File: src/rtl/caravel_uart_selftest_if.sv
// Pad-side bundle of the UART self-test engine.
//   mprj_io_out : 38-bit pad output values
//   mprj_io_oeb : 38-bit pad output enables, active low
//   busy        : high while the checkpoint/transmit sequence is running
// master = engine (drives), slave = observer (bench, pad ring).
interface caravel_uart_selftest_if;
    logic [37:0] mprj_io_out;
    logic [37:0] mprj_io_oeb;
    logic        busy;

    modport master (output mprj_io_out, output mprj_io_oeb, output busy);
    modport slave  (input  mprj_io_out, input  mprj_io_oeb, input  busy);
endinterface

File: src/rtl/caravel_uart_selftest.sv
// UART self-test engine for the Caravel user-IO ring.
// After reset it waits START_DELAY cycles, raises checkpoint 0xA000 on
// mprj_io[31:16], sends MESSAGE as back-to-back 8N1 frames on mprj_io[6]
// (leftmost character first), then raises checkpoint 0xAB00 and idles.
// Ports:
//   core_clk  : system clock, rising edge
//   core_rstn : asynchronous active-low reset
//   pads      : mprj_io_out / mprj_io_oeb / busy (master modport)
module caravel_uart_selftest #(
    parameter int                   CLKS_PER_BIT = 347,
    parameter int                   START_DELAY  = 2000,
    parameter int                   MSG_LEN      = 26,
    parameter logic [8*MSG_LEN-1:0] MESSAGE      = "Monitor: Test UART passed\n"
) (
    input  logic                    core_clk,
    input  logic                    core_rstn,
    caravel_uart_selftest_if.master pads
);
    localparam int TMR_W  = (CLKS_PER_BIT > 2) ? $clog2(CLKS_PER_BIT) : 1;
    localparam int WAIT_W = $clog2(START_DELAY + 1);
    localparam int IDX_W  = 6;

    localparam logic [15:0] CHK_START = 16'hA000;
    localparam logic [15:0] CHK_PASS  = 16'hAB00;

    typedef enum logic [2:0] {WAIT, START, DATA, STOP, NEXT, DONE} state_e;

    state_e             state_q, state_d;
    logic [WAIT_W-1:0]  wait_cnt_q, wait_cnt_d;
    logic [TMR_W-1:0]   bit_tmr_q, bit_tmr_d;
    logic [2:0]         bit_cnt_q, bit_cnt_d;
    logic [IDX_W-1:0]   idx_q, idx_d;
    logic [7:0]         shreg_q, shreg_d;
    logic               ser_tx_q, ser_tx_d;
    logic [15:0]        chk_q, chk_d;

    logic               bit_wrap;
    logic               last_byte;

    // Message unpacked into a full 64-entry table so the 6-bit index never
    // runs off the end; entries past MSG_LEN are never selected.
    logic [7:0] msg_mem [64];
    for (genvar g = 0; g < 64; g++) begin : g_msg
        if (g < MSG_LEN) begin : g_used
            assign msg_mem[g] = MESSAGE[8*(MSG_LEN-1-g) +: 8];
        end else begin : g_pad
            assign msg_mem[g] = 8'h00;
        end
    end

    assign bit_wrap  = (bit_tmr_q == TMR_W'(CLKS_PER_BIT - 1));
    assign last_byte = (idx_q == IDX_W'(MSG_LEN - 1));

    always_ff @(posedge core_clk or negedge core_rstn) begin
        if (!core_rstn) begin
            state_q    <= WAIT;
            wait_cnt_q <= '0;
            bit_tmr_q  <= '0;
            bit_cnt_q  <= '0;
            idx_q      <= '0;
            shreg_q    <= '0;
            ser_tx_q   <= 1'b1;
            chk_q      <= 16'h0000;
        end else begin
            state_q    <= state_d;
            wait_cnt_q <= wait_cnt_d;
            bit_tmr_q  <= bit_tmr_d;
            bit_cnt_q  <= bit_cnt_d;
            idx_q      <= idx_d;
            shreg_q    <= shreg_d;
            ser_tx_q   <= ser_tx_d;
            chk_q      <= chk_d;
        end
    end

    // ser_tx_d is always the level for the bit that begins on this edge, so
    // the pad changes exactly on bit boundaries with no combinational path.
    always_comb begin
        state_d    = state_q;
        wait_cnt_d = wait_cnt_q;
        bit_tmr_d  = bit_tmr_q;
        bit_cnt_d  = bit_cnt_q;
        idx_d      = idx_q;
        shreg_d    = shreg_q;
        ser_tx_d   = ser_tx_q;
        chk_d      = chk_q;

        if (state_q == START || state_q == DATA || state_q == STOP) begin
            bit_tmr_d = bit_wrap ? '0 : bit_tmr_q + TMR_W'(1);
        end

        case (state_q)
            WAIT: begin
                wait_cnt_d = wait_cnt_q + WAIT_W'(1);
                if (wait_cnt_q == WAIT_W'(START_DELAY - 1)) begin
                    chk_d    = CHK_START;
                    idx_d    = '0;
                    shreg_d  = msg_mem[0];
                    ser_tx_d = 1'b0;
                    state_d  = START;
                end
            end
            START: begin
                if (bit_wrap) begin
                    ser_tx_d  = shreg_q[0];
                    shreg_d   = shreg_q >> 1;
                    bit_cnt_d = '0;
                    state_d   = DATA;
                end
            end
            DATA: begin
                if (bit_wrap) begin
                    if (bit_cnt_q == 3'd7) begin
                        ser_tx_d = 1'b1;
                        state_d  = STOP;
                    end else begin
                        ser_tx_d  = shreg_q[0];
                        shreg_d   = shreg_q >> 1;
                        bit_cnt_d = bit_cnt_q + 3'd1;
                    end
                end
            end
            STOP: begin
                // The NEXT decision is taken on the stop-bit wrap itself so the
                // following start bit begins with no idle gap.
                if (bit_wrap) begin
                    if (last_byte) begin
                        chk_d   = CHK_PASS;
                        state_d = DONE;
                    end else begin
                        idx_d    = idx_q + IDX_W'(1);
                        shreg_d  = msg_mem[idx_q + IDX_W'(1)];
                        ser_tx_d = 1'b0;
                        state_d  = START;
                    end
                end
            end
            NEXT: begin
                // Never held across an edge; parks safely if ever reached.
                ser_tx_d = 1'b1;
                state_d  = DONE;
            end
            DONE: begin
                ser_tx_d = 1'b1;
            end
            default: state_d = WAIT;
        endcase
    end

    assign pads.mprj_io_out = {6'b0, chk_q, 9'b0, ser_tx_q, 6'b0};
    assign pads.mprj_io_oeb = {6'h3F, 16'h0000, 9'h1FF, 1'b0, 6'h3F};
    assign pads.busy        = (state_q != DONE);

endmodule

File: src/flat_wrapper.sv
// flat-port wrapper written by rule: the top's interface ports become plain ports
module caravel_uart_selftest_flat 
#(
    parameter int                   CLKS_PER_BIT = 347,
    parameter int                   START_DELAY  = 2000,
    parameter int                   MSG_LEN      = 26,
    parameter logic [8*MSG_LEN-1:0] MESSAGE      = "                           "
)
  (core_clk, core_rstn, pads_mprj_io_out, pads_mprj_io_oeb, pads_busy);
  caravel_uart_selftest_if pads_i ();
  input  logic core_clk;
  input  logic core_rstn;
  output wire logic [$bits(pads_i.mprj_io_out)-1:0] pads_mprj_io_out;
  output wire logic [$bits(pads_i.mprj_io_oeb)-1:0] pads_mprj_io_oeb;
  output wire logic [$bits(pads_i.busy)-1:0] pads_busy;
  assign pads_mprj_io_out = pads_i.mprj_io_out;
  assign pads_mprj_io_oeb = pads_i.mprj_io_oeb;
  assign pads_busy = pads_i.busy;
  caravel_uart_selftest #(.CLKS_PER_BIT(CLKS_PER_BIT), .START_DELAY(START_DELAY), .MSG_LEN(MSG_LEN), .MESSAGE(MESSAGE)) u_core (.core_clk(core_clk), .core_rstn(core_rstn), .pads(pads_i));
endmodule
File: config.mk
export PLATFORM = sky130hd
export DESIGN_NAME = caravel_uart_selftest_flat
export DESIGN_NICKNAME = d
export VERILOG_FILES = /design/src/rtl/caravel_uart_selftest_if.sv /design/src/rtl/caravel_uart_selftest.sv /design/src/flat_wrapper.sv
export SDC_FILE = /design/constraint.sdc
export NUM_CORES = 1
export LEC_CHECK = 0
export ABC_AREA = 0
export BUFFER_PORTS_ARGS = -buffer_cell sky130_fd_sc_hd__buf_2
export CORE_MARGIN = 4
export CORE_UTILIZATION = 53
export DETAILED_ROUTE_END_ITERATION = 12
export PLACE_DENSITY = 0.81
export SYNTH_ARGS = -nofsm -noshare
export SYNTH_HDL_FRONTEND = slang
export SYNTH_SLANG_ARGS = --single-unit
export TNS_END_PERCENT = 10
File: constraint.sdc
create_clock -name core_clk -period 2.85 [get_ports core_clk]
set_clock_uncertainty 0.1 [all_clocks]
set_input_delay 0.285 -clock core_clk [delete_from_list [all_inputs] [get_ports core_clk]]
set_output_delay 0.285 -clock core_clk [all_outputs]
set_load 0.01 [all_outputs]
==> results of run 1 <==
-- layout make-up --
type	count	area [um^2]	share of cell area, %
Tap cell	70	87.6	3.30
Multi-Input combinational cell	229	1380	51.8
Clock inverter	3	17.5	0.660
Inverter	8	30.0	1.13
Sequential cell	41	1030	38.7
Clock buffer	5	68.8	2.59
Timing Repair Buffer	9	47.5	1.79
-- state kept, by name (all words and copies together) (netlist names) --
register,cells
u_core.idx_q,6
u_core.shreg_q,6
u_core.state_q,3
u_core.chk_q,2
u_core.wait_cnt_q,11
u_core.ser_tx_q,1
u_core.bit_tmr_q,9
u_core.bit_cnt_q,3
-- stage by stage --
stage               worst slack [ns]  std cells  total power, mW  hold slack, ns  area (um^2)
floorplan                      0.777        364            0.704          -0.111         3040
global placement               0.564        357            0.645           0.361         2570
detailed placement             0.474        357            0.645           0.368         2570
CTS                            0.464        365             1.02          0.0512         2660
global route                   0.294        365             1.05          0.0967         2660
finish                         0.474        365             1.01          0.0207         2660
-- power groups by stage --
| stage | Clock (mW) | Sequential (mW) | Combinational (mW) |
|---|---|---|---|
| CTS | 0.382 | 0.581 | 0.0522 |
| floorplan | 0 | 0.593 | 0.111 |
| detailed placement | 0 | 0.593 | 0.0521 |
| global placement | 0 | 0.593 | 0.0519 |
| finish | 0.372 | 0.581 | 0.0538 |
| global route | 0.402 | 0.581 | 0.0617 |
-- metal layers --
layer,track usage (%),up-vias
li1,-,868
met2,21.8,66
met3,3.59,2
met4,4.22,0
met1,17.5,865
met5,0,-
-- path summary, 6_finish.rpt --
check                                    start                    to  slack, ns
min in group core_clk        u_core.shreg_q[0]       u_core.ser_tx_q       0.40
setup / recovery           u_core.bit_tmr_q[0]     u_core.shreg_q[2]       0.47
hold reg to reg              u_core.shreg_q[0]       u_core.ser_tx_q       0.40
hold / removal                       core_rstn  u_core.wait_cnt_q[9]       0.02
setup reg to reg           u_core.bit_tmr_q[0]     u_core.shreg_q[2]       0.47
max in group asynchronous            core_rstn   u_core.bit_cnt_q[0]       2.07
-- cell families (layout without fill, tap and decap cells) --
| family | after synthesis | count (layout) | synth area share (%) |
|---|---|---|---|
| AOI/OAI and AO/OA | 52 | 52 | 13.7 |
| adders and majority gates | 7 | 7 | 3.15 |
| DFF | 41 | 41 | 36.9 |
| other | 2 | 70 | 0.270 |
| and+or+nand+nor | 78 | 78 | 15.8 |
| xor gates and xnor gates | 15 | 15 | 4.72 |
| muxes | 7 | 7 | 2.65 |
| buffers and inverters | 94 | 25 | 22.8 |
-- critical path, cell delays in order (launching register included) --
cell                      delay (ns)
sky130_fd_sc_hd__dfrtp_1        0.41
sky130_fd_sc_hd__inv_1          0.10
sky130_fd_sc_hd__ha_1           0.14
sky130_fd_sc_hd__and4b_1        0.21
sky130_fd_sc_hd__and2_1         0.33
sky130_fd_sc_hd__a21oi_1        0.20
sky130_fd_sc_hd__nor4_4         0.39
sky130_fd_sc_hd__mux2_2         0.38
-- synthesized netlist by cell type, types with 3 or more instances --
cell,count,area [um^2]
sky130_fd_sc_hd__ha_1,7,87.6
sky130_fd_sc_hd__clkbuf_1,7,26.3
sky130_fd_sc_hd__nand4_1,4,25.0
sky130_fd_sc_hd__nor3_1,5,25.0
sky130_fd_sc_hd__and2_1,3,18.8
sky130_fd_sc_hd__xnor2_1,8,70.1
sky130_fd_sc_hd__nand2_1,25,93.8
sky130_fd_sc_hd__o31ai_1,4,30.0
sky130_fd_sc_hd__nor2_1,11,41.3
sky130_fd_sc_hd__a21oi_1,5,25.0
sky130_fd_sc_hd__a22o_1,5,43.8
sky130_fd_sc_hd__mux2i_1,4,40.0
sky130_fd_sc_hd__dfrtp_1,40,1000
sky130_fd_sc_hd__nand2b_1,4,25.0
sky130_fd_sc_hd__inv_1,8,30.0
sky130_fd_sc_hd__o21ai_0,14,70.1
sky130_fd_sc_hd__xor2_1,7,61.3
sky130_fd_sc_hd__mux2_2,3,33.8
sky130_fd_sc_hd__nand3_1,9,45.0
sky130_fd_sc_hd__buf_4,74,556
sky130_fd_sc_hd__a31oi_1,5,31.3
==> summary.txt, run 1 <==
Synth
  • Flip-flop and latch count after synthesis: 41
  • Total number of yosys warnings: 0
  • Synthesized area: 2780 um^2
  • Gate count of the mapped netlist: approximately 300
  • Number of enable-type register cells in the synthesized netlist: 0
  • Ys flop type: sky130_fd_sc_hd__dfrtp_1
  • Avg Cell Area, Syn: 9.40 um^2
  • Number of distinct library cell variants in the gate-level netlist after synthesis: 53
  • Asr flop ratio synth: 100%
  • Share of synthesized area occupied by flip-flops and latches: roughly 37%

Drt
  • Wire length on met1: 1.95 mm
  • Routed met2 length: 2.15 mm
  • Number of design rule violations left after detail routing: 0
  • Number of DRC markers after the initial detailed-route iteration: ~140
  • Total vias in the final route: 1,801
  • Wire per inst: 12.2 um
  • TritonRoute pass-1 iters: 4
  • Met3 wire len: 330 um
  • Total wire length after detailed routing: 4.46 mm
  • Vias per cell: between 4 and 5
  • Top metal layer carrying routed signals: met4
  • Detail Route Antenna Nets: 0

Layout
  • Most common library cell in the layout ignoring fill and taps: sky130_fd_sc_hd__conb_1
  • Antenna cell count: 0
  • Post-synthesis to final-layout area growth: -4.59%
  • Final core occ: 52.0%
  • Number of fillers in the final layout: 490
  • Leading cell types in the layout, fill and taps excluded: sky130_fd_sc_hd__conb_1 (70), sky130_fd_sc_hd__dfrtp_1 (40), sky130_fd_sc_hd__nand2_1 (25)
  • Number of nets in the finished design: 303
  • Fraction of layout cells with a size suffix above 1: 9.83%

CTS
  • Buffer depth of the longest clock path: 2
  • Root buffer cell: sky130_fd_sc_hd__clkbuf_8
  • Clock Pin Slew Worst Setup and Hold Paths: 0.08 ns
  • Hold-fix buffers at CTS: 0
  • Clock Latency Late Sink: 0.29 ns
  • Number of buffers inserted by post-CTS setup repair: 0
  • Number of sinks handled by clock tree synthesis: 41
  • CTS tree: yes
  • Resized Gates After CTS: 0
  • Number of H-tree levels: 2
  • Number of CTS-inserted buffers: 5

Place
  • Port Buffers: 8
  • Detailed Place HPWL: 3.26 mm
  • Routability-driven placement congestion ratio: ~0.83

Floorplan
  • Area of the placeable core: slightly above 5000 um^2
  • Boundary pin count: 79
  • Row count: 26
  • Height of the die: slightly above 80 um
  • Die width: 80.5 um
  • Area of the die: 6470 um^2
  • Initial Utilization: 54.5%

Power
  • Proportion of power drawn by the clock network: 36.9%
  • Leak Pwr: 1.24 nW
  • Combinational share of power: 5.3%
  • Power density normalized to cell area: 379 nW/um^2
  • P_sw: 0.256 mW
  • Worst-case vdd ir drop: 0.187 mV
  • Register share of total power: 57.7%
  • Internal power: 0.751 mW
  • Sw Ratio: 25.4%

STA
  • Finish-stage setup viols: 0
  • Unrepaired setup endpoints after global routing: no
  • TNS Setup: 0 ns
  • Hold Vio Cnt, Final: 0
  • Worst slew pin tran: 0.905 ns
  • Count of final max-slew check failures: 0
  • Upper clock frequency limit: 421 MHz
  • Final Cycle Share: 83.4%
  • Headroom to the max-slew limit: 39.6%
  • Minimum clock period: 2.38 ns

GRT
  • Wire length of the first global-routing pass: 6.87 mm
  • Via count of the first global-routing pass: 1,530
  • Total global routing track utilization: 13.5%
  • Total gr overflow: 0
  • Number of antenna violations at the first check in global routing: 0
  • Largest net degree at the start of global routing: 42

Job
  • Max cap viols: 0

Worst setup path
  • Endpoint required time on the critical path: around 2.9 ns
  • CP arrival: about 2.5 ns
  • Capturing element type of the critical path: flop
  • Critical Path Source Type: flop
  • Top fanout value on the critical path: 8
  • Worst-case reg-to-reg path depth: 7
  • CP Class: flop to flop

Outcome
  • Outcome: complete, no violations

Worst hold path
  • HP Class: input pin to asynchronous set/reset pin
(Power assumes the default switching activity.)
==> run 2: changes to the inputs <==
Settings changed: ABC_AREA 0 to 1, CORE_UTILIZATION 53 to 48, PLACE_DENSITY 0.81 to 0.77.
Clock period 2.85 ns to 2.05 ns, I/O delays scaled along.
==> run 2 against run 1 <==
  * Synthesized area up 2.8%
  * Synthesized cell count increased by 23%
  * Via count rose by 11%
  * Clock power grew 53%
  * Setup slack got worse by 0.20 ns
  * Combinational power grew 44%
  * Die area is 12% higher
  * Critical path depth grew 2
  * Wire length increased by 2.2%
  * Global-route usage shrank 0.52 points
  * Total power rose by 44%
  * Largest power group unchanged
==> summary.txt, run 2 <==
Outcome
  • Outcome: complete, no violations

CTS
  • Number of sinks handled by clock tree synthesis: 41 (unchanged)
  • Root buffer cell: sky130_fd_sc_hd__clkbuf_8
  • Number of CTS-inserted buffers: 5 (unchanged)
  • CTS tree: yes
  • Number of H-tree levels: 2 (unchanged)
  • Buffer depth of the longest clock path: 2 (unchanged)
  • Clock Latency Late Sink: 0.29 ns (about the same)
  • Number of buffers inserted by post-CTS setup repair: 0 (unchanged)
  • Clock Pin Slew Worst Setup and Hold Paths: 0.07 ns (about the same)

Layout
  • Antenna cell count: 0 (unchanged)
  • Number of fillers in the final layout: 532 (+8.6%)
  • Number of flip-flops in the largest register: 11 (unchanged)
  • Leading cell types in the layout, fill and taps excluded: sky130_fd_sc_hd__nand2_1 (88), sky130_fd_sc_hd__conb_1 (70), sky130_fd_sc_hd__dfrtp_1 (40)
  • Register area: 1030 um^2 (unchanged)
  • Combined area of the multi-input logic cells: 1390 um^2 (+0.73%)
  • Fraction of layout cells with a size suffix above 1: 16.3% (+6.5 points)
  • Most common library cell in the layout ignoring fill and taps: sky130_fd_sc_hd__nand2_1
  • Final core occ: 49.7% (-2.3 points)
  • Number of nets in the finished design: 382 (+26%)
  • Post-synthesis to final-layout area growth: -2.01%
  • Regs by FF count: u_core.wait_cnt_q (11), u_core.bit_tmr_q (9)
  • Register bank with the most flops: u_core.wait_cnt_q

Power
  • P_sw: 0.338 mW (+32%)
  • Register share of total power: 55.6% (-2.1 points)
  • Sw Ratio: 23.3% (-2.2 points)
  • Internal power: 1.12 mW (+49%)
  • Leak Pwr: 1.53 nW (+23%)
  • Proportion of power drawn by the clock network: 39.1% (+2.2 points)
  • Power density normalized to cell area: 519 nW/um^2 (+37%)
  • Worst-case vdd ir drop: 0.458 mV (+150%)
  • Combinational share of power: 5.3% (about the same)

Synth
  • Flip-flop and latch count after synthesis: 41 (unchanged)
  • Synthesized area: 2860 um^2 (+2.8%)
  • Asr flop ratio synth: 100% (unchanged)
  • Avg Cell Area, Syn: 7.88 um^2 (-16%)
  • Dominant cell type by area after synthesis: sky130_fd_sc_hd__dfrtp_1
  • Synth top area share: 35.0% (-0.98 points)
  • Share of synthesized area occupied by flip-flops and latches: 35.9% (-1.0 points)
  • Top-count cell post-synth: sky130_fd_sc_hd__nand2_1
  • Number of distinct library cell variants in the gate-level netlist after synthesis: 34 (-36%)
  • Ys flop type: sky130_fd_sc_hd__dfrtp_1
  • Post-synth top cells: sky130_fd_sc_hd__nand2_1 (89), sky130_fd_sc_hd__buf_4 (74), sky130_fd_sc_hd__dfrtp_1 (40)
  • Top area cells in the synthesized netlist: sky130_fd_sc_hd__dfrtp_1 (35%), sky130_fd_sc_hd__buf_4 (19%), sky130_fd_sc_hd__nand2_1 (12%), sky130_fd_sc_hd__inv_1 (3.8%), sky130_fd_sc_hd__nand3_1 (3.3%)
  • Gate count of the mapped netlist: 363 (+23%)
  • Total number of yosys warnings: 0 (unchanged)
  • Number of enable-type register cells in the synthesized netlist: 0 (unchanged)

Worst setup path
  • CP Class: flop to flop
  • Endpoint required time on the critical path: 2.13 ns (-0.80 ns)
  • Top fanout value on the critical path: 12 (+4)
  • Worst path top cell family by delay: simple AND/OR/NAND/NOR gates
  • Cell with the largest stage delay on the worst path: sky130_fd_sc_hd__dfrtp_1
  • Capturing element type of the critical path: flop
  • Bufs and invs on worst path: 1 (unchanged)
  • Number of stages on the worst setup path: 9 (+2)
  • CP arrival: 1.86 ns (-0.60 ns)
  • Critical Path Source Type: flop
  • Delay of the slowest critical-path stage: 0.38 ns (-0.03 ns)
  • Cell-by-cell listing of the critical path: inv_1 -> ha_1 -> nand2_1 -> nor2_1 -> nand2_2 -> o21ai_1 -> nand2_2 -> nand2_1 -> o21ai_2
  • Worst-case reg-to-reg path depth: 9 (+2)

Place
  • Routability-driven placement congestion ratio: 0.897 (+7.7%)
  • Port Buffers: 8 (unchanged)
  • Detailed Place HPWL: 3.56 mm (+9.0%)

STA
  • Hold Vio Cnt, Final: 0 (unchanged)
  • Worst slew pin tran: 0.504 ns (-0.401 ns)
  • Count of final max-slew check failures: 0 (unchanged)
  • Finish-stage setup viols: 0 (unchanged)
  • Minimum clock period: 1.78 ns (-0.595 ns)
  • Upper clock frequency limit: 561 MHz (+33%)
  • Final Cycle Share: 86.9% (+3.5 points)
  • Headroom to the max-slew limit: 66.4% (+27 points)
  • Unrepaired setup endpoints after global routing: no
  • TNS Setup: 0 ns (unchanged)

GRT
  • Largest net degree at the start of global routing: 42 (unchanged)
  • Grt met2 use: 23.0% (+1.2 points)
  • Grt met3 use: 2.82% (-0.77 points)
  • Wire length of the first global-routing pass: 7.76 mm (+13%)
  • GRT Max-Usage Layer: met2
  • Via count of the first global-routing pass: 1,810 (+18%)
  • Total gr overflow: 0 (unchanged)
  • Total global routing track utilization: 12.9% (-0.52 points)
  • Met1 Usage GRT: 15.0% (-2.6 points)
  • Number of antenna violations at the first check in global routing: 0 (unchanged)

Floorplan
  • Initial Utilization: 50.7% (-3.8 points)
  • Die width: 85.2 um (+5.9%)
  • Boundary pin count: 79 (unchanged)
  • Area of the die: 7260 um^2 (+12%)
  • Height of the die: 85.2 um (+5.9%)
  • Row count: 27 (+3.8%)
  • Area of the placeable core: 5640 um^2 (+10%)

Drt
  • Total wire length after detailed routing: 4.56 mm (+2.2%)
  • Detail Route Antenna Nets: 0 (unchanged)
  • Number of DRC markers after the initial detailed-route iteration: 91 (-36%)
  • Vias per cell: 4.48 (-9.3%)
  • Number of design rule violations left after detail routing: 0 (unchanged)
  • Total vias in the final route: 1,997 (+11%)
  • TritonRoute pass-1 iters: 4 (unchanged)
  • Wire per inst: 10.2 um (-16%)

Worst hold path
  • Hold-critical path depth: 2
  • HP Class: flop to flop

Job
  • Max cap viols: 0 (unchanged)
run 2: cell types whose count changed after synthesis, moves of 8 or more:
cell / previous run / this run
sky130_fd_sc_hd__nand3_1: 9 / 19
sky130_fd_sc_hd__inv_1: 8 / 29
sky130_fd_sc_hd__nand2_2: 0 / 8
sky130_fd_sc_hd__o21ai_2: 0 / 8
sky130_fd_sc_hd__nor2_2: 0 / 8
sky130_fd_sc_hd__nand2_1: 25 / 89
sky130_fd_sc_hd__nor2_1: 11 / 19
run 2: area by class of cell:
cell class                      count  share of cell area (%)
Clock inverter                      1                   0.179
Sequential cell                    41                    36.7
Multi-Input combinational cell    279                    49.5
Clock buffer                        7                    3.44
Tap cell                           72                    3.21
Inverter                           35                    4.73
Timing Repair Buffer               11                    2.32
run 2: repair_timing:
action | in CTS | in global routing
hold buffers | 1 | 0
endpoints found under the hold margin | 40 | 0
gates resized for setup | 0 | 1
setup endpoints to repair | 0 | 6
run 2: path summary, 6_finish.rpt:
path / slack (ns) / startpoint / end
setup / recovery: 0.27 / u_core.bit_tmr_q[0] / u_core.idx_q[4]
hold / removal: 0.36 / u_core.ser_tx_q / u_core.ser_tx_q
setup reg to reg: 0.27 / u_core.bit_tmr_q[0] / u_core.idx_q[4]
hold reg to reg: 0.36 / u_core.ser_tx_q / u_core.ser_tx_q
max in group asynchronous: 1.08 / core_rstn / u_core.ser_tx_q
min in group asynchronous: 0.41 / core_rstn / u_core.wait_cnt_q[8]
run 2: metal layers:
layer / up-vias / part of all wire, %
met5: - / 0
met4: 0 / 2.1
met3: 8 / 6.1
met2: 66 / 50
met1: 917 / 42
li1: 1006 / -
run 2: cells by family after synthesis:
group,synth area share (%)
AOI/OAI and AO/OA,5.64
xor gates and xnor gates,3.37
adders and majority gates,3.06
buffers and inverters,24.6
DFF,35.9
other,0.263
and+or+nand+nor,27.1
run 2: worst min-delay path: stages, from the launching register on:
cell and delay [ns]:
sky130_fd_sc_hd__dfstp_2 0.37, sky130_fd_sc_hd__nand2_1 0.05, sky130_fd_sc_hd__nand2_1 0.04
run 2: power by group through the flow:
stage          Clock [mW]  Combinational [mW]  Sequential (mW)
5_1_grt             0.629              0.0889            0.808
3_3_place_gp            0              0.0733            0.824
2_1_floorplan           0               0.155            0.824
3_5_place_dp            0              0.0738            0.824
4_1_cts             0.585              0.0753            0.808
6_report            0.568              0.0776            0.808
run 2: metrics by stage:
step,setup slack (ns),hold WS [ns],cells,total power [mW],instance area [um^2]
detailed placement,0.134,0.202,437,0.898,2690
global placement,0.218,0.191,437,0.897,2690
finish,0.269,0.365,446,1.45,2800
CTS,0.113,0.367,446,1.47,2800
global route,0.0860,0.403,446,1.53,2800
floorplan,0.446,-0.191,431,0.979,3120
==> run 3: changes to the inputs <==
Settings changed: BUFFER_PORTS_ARGS -buffer_cell sky130_fd_sc_hd__buf_2 to default, CORE_UTILIZATION 48 to 58, DONT_BUFFER_PORTS from default to 1, PLACE_DENSITY 0.77 to 0.76.
==> run 3 against run 2 <==
  * Critical path type unchanged
  * Sequential cell count unchanged
  * Cell area decreased by 1.6%
  * Register-to-register slack gained 0.03 ns
  * Clock power shrank 12%
  * Global-route usage up 2.2 points
  * Critical endpoint is now u_core.idx_q[2]
  * Count of clock-buffer cells in the layout is 1 lower
==> summary.txt, run 3 (synthesized netlist as in run 2, its figures left out) <==
Floorplan
  • Area of the die: 6120 um^2 (-16%)
  • Row count: 25 (-7.4%)
  • Initial Utilization: 60.2% (+9.5 points)
  • Height of the die: 78.2 um (-8.2%)
  • Area of the placeable core: 4750 um^2 (-16%)
  • Die width: 78.2 um (-8.2%)
  • Boundary pin count: 79 (unchanged)

Worst setup path
  • Capturing element type of the critical path: flop
  • Setup slack on the worst flop-to-flop path: 0.30 ns (+0.03 ns)
  • Critical Path Source Type: flop
  • CP arrival: 1.82 ns (-0.04 ns)
  • CP Class: flop to flop
  • Top fanout value on the critical path: 12 (unchanged)
  • Endpoint required time on the critical path: 2.12 ns (about the same)

Layout
  • Antenna cell count: 0 (unchanged)
  • Regs by FF count: u_core.wait_cnt_q (11), u_core.bit_tmr_q (9)
  • Post-synthesis to final-layout area growth: -3.59%
  • Register bank with the most flops: u_core.wait_cnt_q
  • Final core occ: 58.0% (+8.3 points)
  • Number of nets in the finished design: 375 (-1.8%)
  • Leading cell types in the layout, fill and taps excluded: sky130_fd_sc_hd__nand2_1 (88), sky130_fd_sc_hd__conb_1 (70), sky130_fd_sc_hd__dfrtp_1 (40)
  • Most common library cell in the layout ignoring fill and taps: sky130_fd_sc_hd__nand2_1
  • Number of flip-flops in the largest register: 11 (unchanged)
  • Fraction of layout cells with a size suffix above 1: 14.4% (-1.9 points)

Drt
  • Total vias in the final route: 1,934 (-3.2%)
  • TritonRoute pass-1 iters: 4 (unchanged)
  • Wire per inst: 10.1 um (-0.91%)
  • Total wire length after detailed routing: 4.40 mm (-3.6%)
  • Detail Route Antenna Nets: 0 (unchanged)
  • Number of DRC markers after the initial detailed-route iteration: 79 (-13%)
  • Vias per cell: 4.46 (-0.48%)
  • Number of design rule violations left after detail routing: 0 (unchanged)

STA
  • Upper clock frequency limit: 571 MHz (+1.7%)
  • Final Cycle Share: 85.4% (-1.5 points)
  • Unrepaired setup endpoints after global routing: no
  • Minimum clock period: 1.75 ns (-0.0303 ns)
  • TNS Setup: 0 ns (unchanged)
  • Hold Vio Cnt, Final: 0 (unchanged)
  • Count of final max-slew check failures: 0 (unchanged)
  • Finish-stage setup viols: 0 (unchanged)

Power
  • Power consumption: 1.39 mW (-4.5%)
  • Leak Pwr: 1.49 nW (-2.6%)
  • Worst-case vdd ir drop: 0.360 mV (-22%)
  • Power density normalized to cell area: 504 nW/um^2 (-2.9%)

Worst hold path
  • HP Class: input pin to asynchronous set/reset pin

CTS
  • Clock Pin Slew Worst Setup and Hold Paths: 0.08 ns (about the same)
  • Clock Latency Late Sink: 0.29 ns (about the same)
  • Buffer depth of the longest clock path: 2 (unchanged)
  • Number of buffers inserted by post-CTS setup repair: 0 (unchanged)
  • Root buffer cell: sky130_fd_sc_hd__clkbuf_8
  • Number of CTS-inserted buffers: 5 (unchanged)
  • CTS tree: yes
  • Number of H-tree levels: 2 (unchanged)
  • Number of sinks handled by clock tree synthesis: 41 (unchanged)

Place
  • Routability-driven placement congestion ratio: 0.817 (-8.9%)
  • Detailed Place HPWL: 3.41 mm (-4.1%)
  • Port Buffers: 0 (-8)

GRT
  • Total gr overflow: 0 (unchanged)
  • Total global routing track utilization: 15.1% (+2.2 points)
  • Number of antenna violations at the first check in global routing: 0 (unchanged)
  • Wire length of the first global-routing pass: 7.52 mm (-3.0%)
  • GRT Max-Usage Layer: met2
  • Grt met2 use: 25.9% (+2.9 points)
  • Largest net degree at the start of global routing: 42 (unchanged)
  • Via count of the first global-routing pass: 1,791 (-1.0%)
  • Met1 Usage GRT: 18.1% (+3.1 points)
  • Grt met3 use: 3.67% (+0.85 points)

Outcome
  • Outcome: complete, no violations

Job
  • Max cap viols: 0 (unchanged)
-- run 3: cell types whose count changed in the layout (fill, tap and decap cells not counted), sizes merged --
cell / previous run / this run
clkbuf: 7 / 6
buf: 10 / 3
clkinv: 2 / 3
-- run 3: final cells by class --
cell class                      instances  area, um^2
Fill cell                             440        2000
Multi-Input combinational cell        279        1390
Sequential cell                        41        1030
Inverter                               35         133
Tap cell                               67        83.8
Clock buffer                            6        72.6
Timing Repair Buffer                    4        45.0
Clock inverter                          2        10.0
-- run 3: final timing paths --
check,to,cells past startpoint,startpoint
max,u_core.idx_q[2],9,u_core.bit_tmr_q[0]
min,u_core.bit_tmr_q[2],2,core_rstn
max reg2reg,u_core.idx_q[2],9,u_core.bit_tmr_q[0]
min reg2reg,u_core.wait_cnt_q[7],1,u_core.wait_cnt_q[7]
max in group asynchronous,u_core.ser_tx_q,2,core_rstn
min in group core_clk,u_core.wait_cnt_q[7],1,u_core.wait_cnt_q[7]
-- run 3: repair_timing --
action | 4_1_cts | 5_1_grt
hold buffers | 2 | 0
setup endpoints to repair | 0 | 6
gates resized for setup | 0 | 1
endpoints found under the hold margin | 41 | 0
-- run 3: through the flow --
stage	setup slack [ns]	cell area, um^2	hold WS, ns	std cells
global placement	0.217	2640	-0.190	424
CTS	0.136	2760	0.285	434
floorplan	0.446	3120	-0.191	431
detailed placement	0.149	2640	-0.190	424
finish	0.299	2760	0.269	434
global route	0.0609	2760	0.289	434
-- run 3: critical path: stages, from the launching register on --
cell                      delay, ns
sky130_fd_sc_hd__dfrtp_1       0.38
sky130_fd_sc_hd__inv_1         0.13
sky130_fd_sc_hd__ha_1          0.16
sky130_fd_sc_hd__nand2_1       0.05
sky130_fd_sc_hd__nor2_1        0.13
sky130_fd_sc_hd__nand2_2       0.12
sky130_fd_sc_hd__o21ai_1       0.17
sky130_fd_sc_hd__nand2_2       0.20
sky130_fd_sc_hd__nand2_1       0.13
sky130_fd_sc_hd__o21ai_2       0.05
-- run 3: power breakdown --
group	internal [mW]	total [mW]	leakage, nW	switching (mW)
registers	0.808	0.808	0.555	0
clock network	0.236	0.501	0.0450	0.265
logic	0.00524	0.0801	0.889	0.0749
total	1.05	1.39	1.49	0.340
-- run 3: routing by layer --
metal,share of wire (%),up-vias,routed length [um]
li1,-,991,-
met1,45,881,1990
met2,46,56,2030
met3,6.7,6,295
met4,1.8,0,78
met5,0,-,0
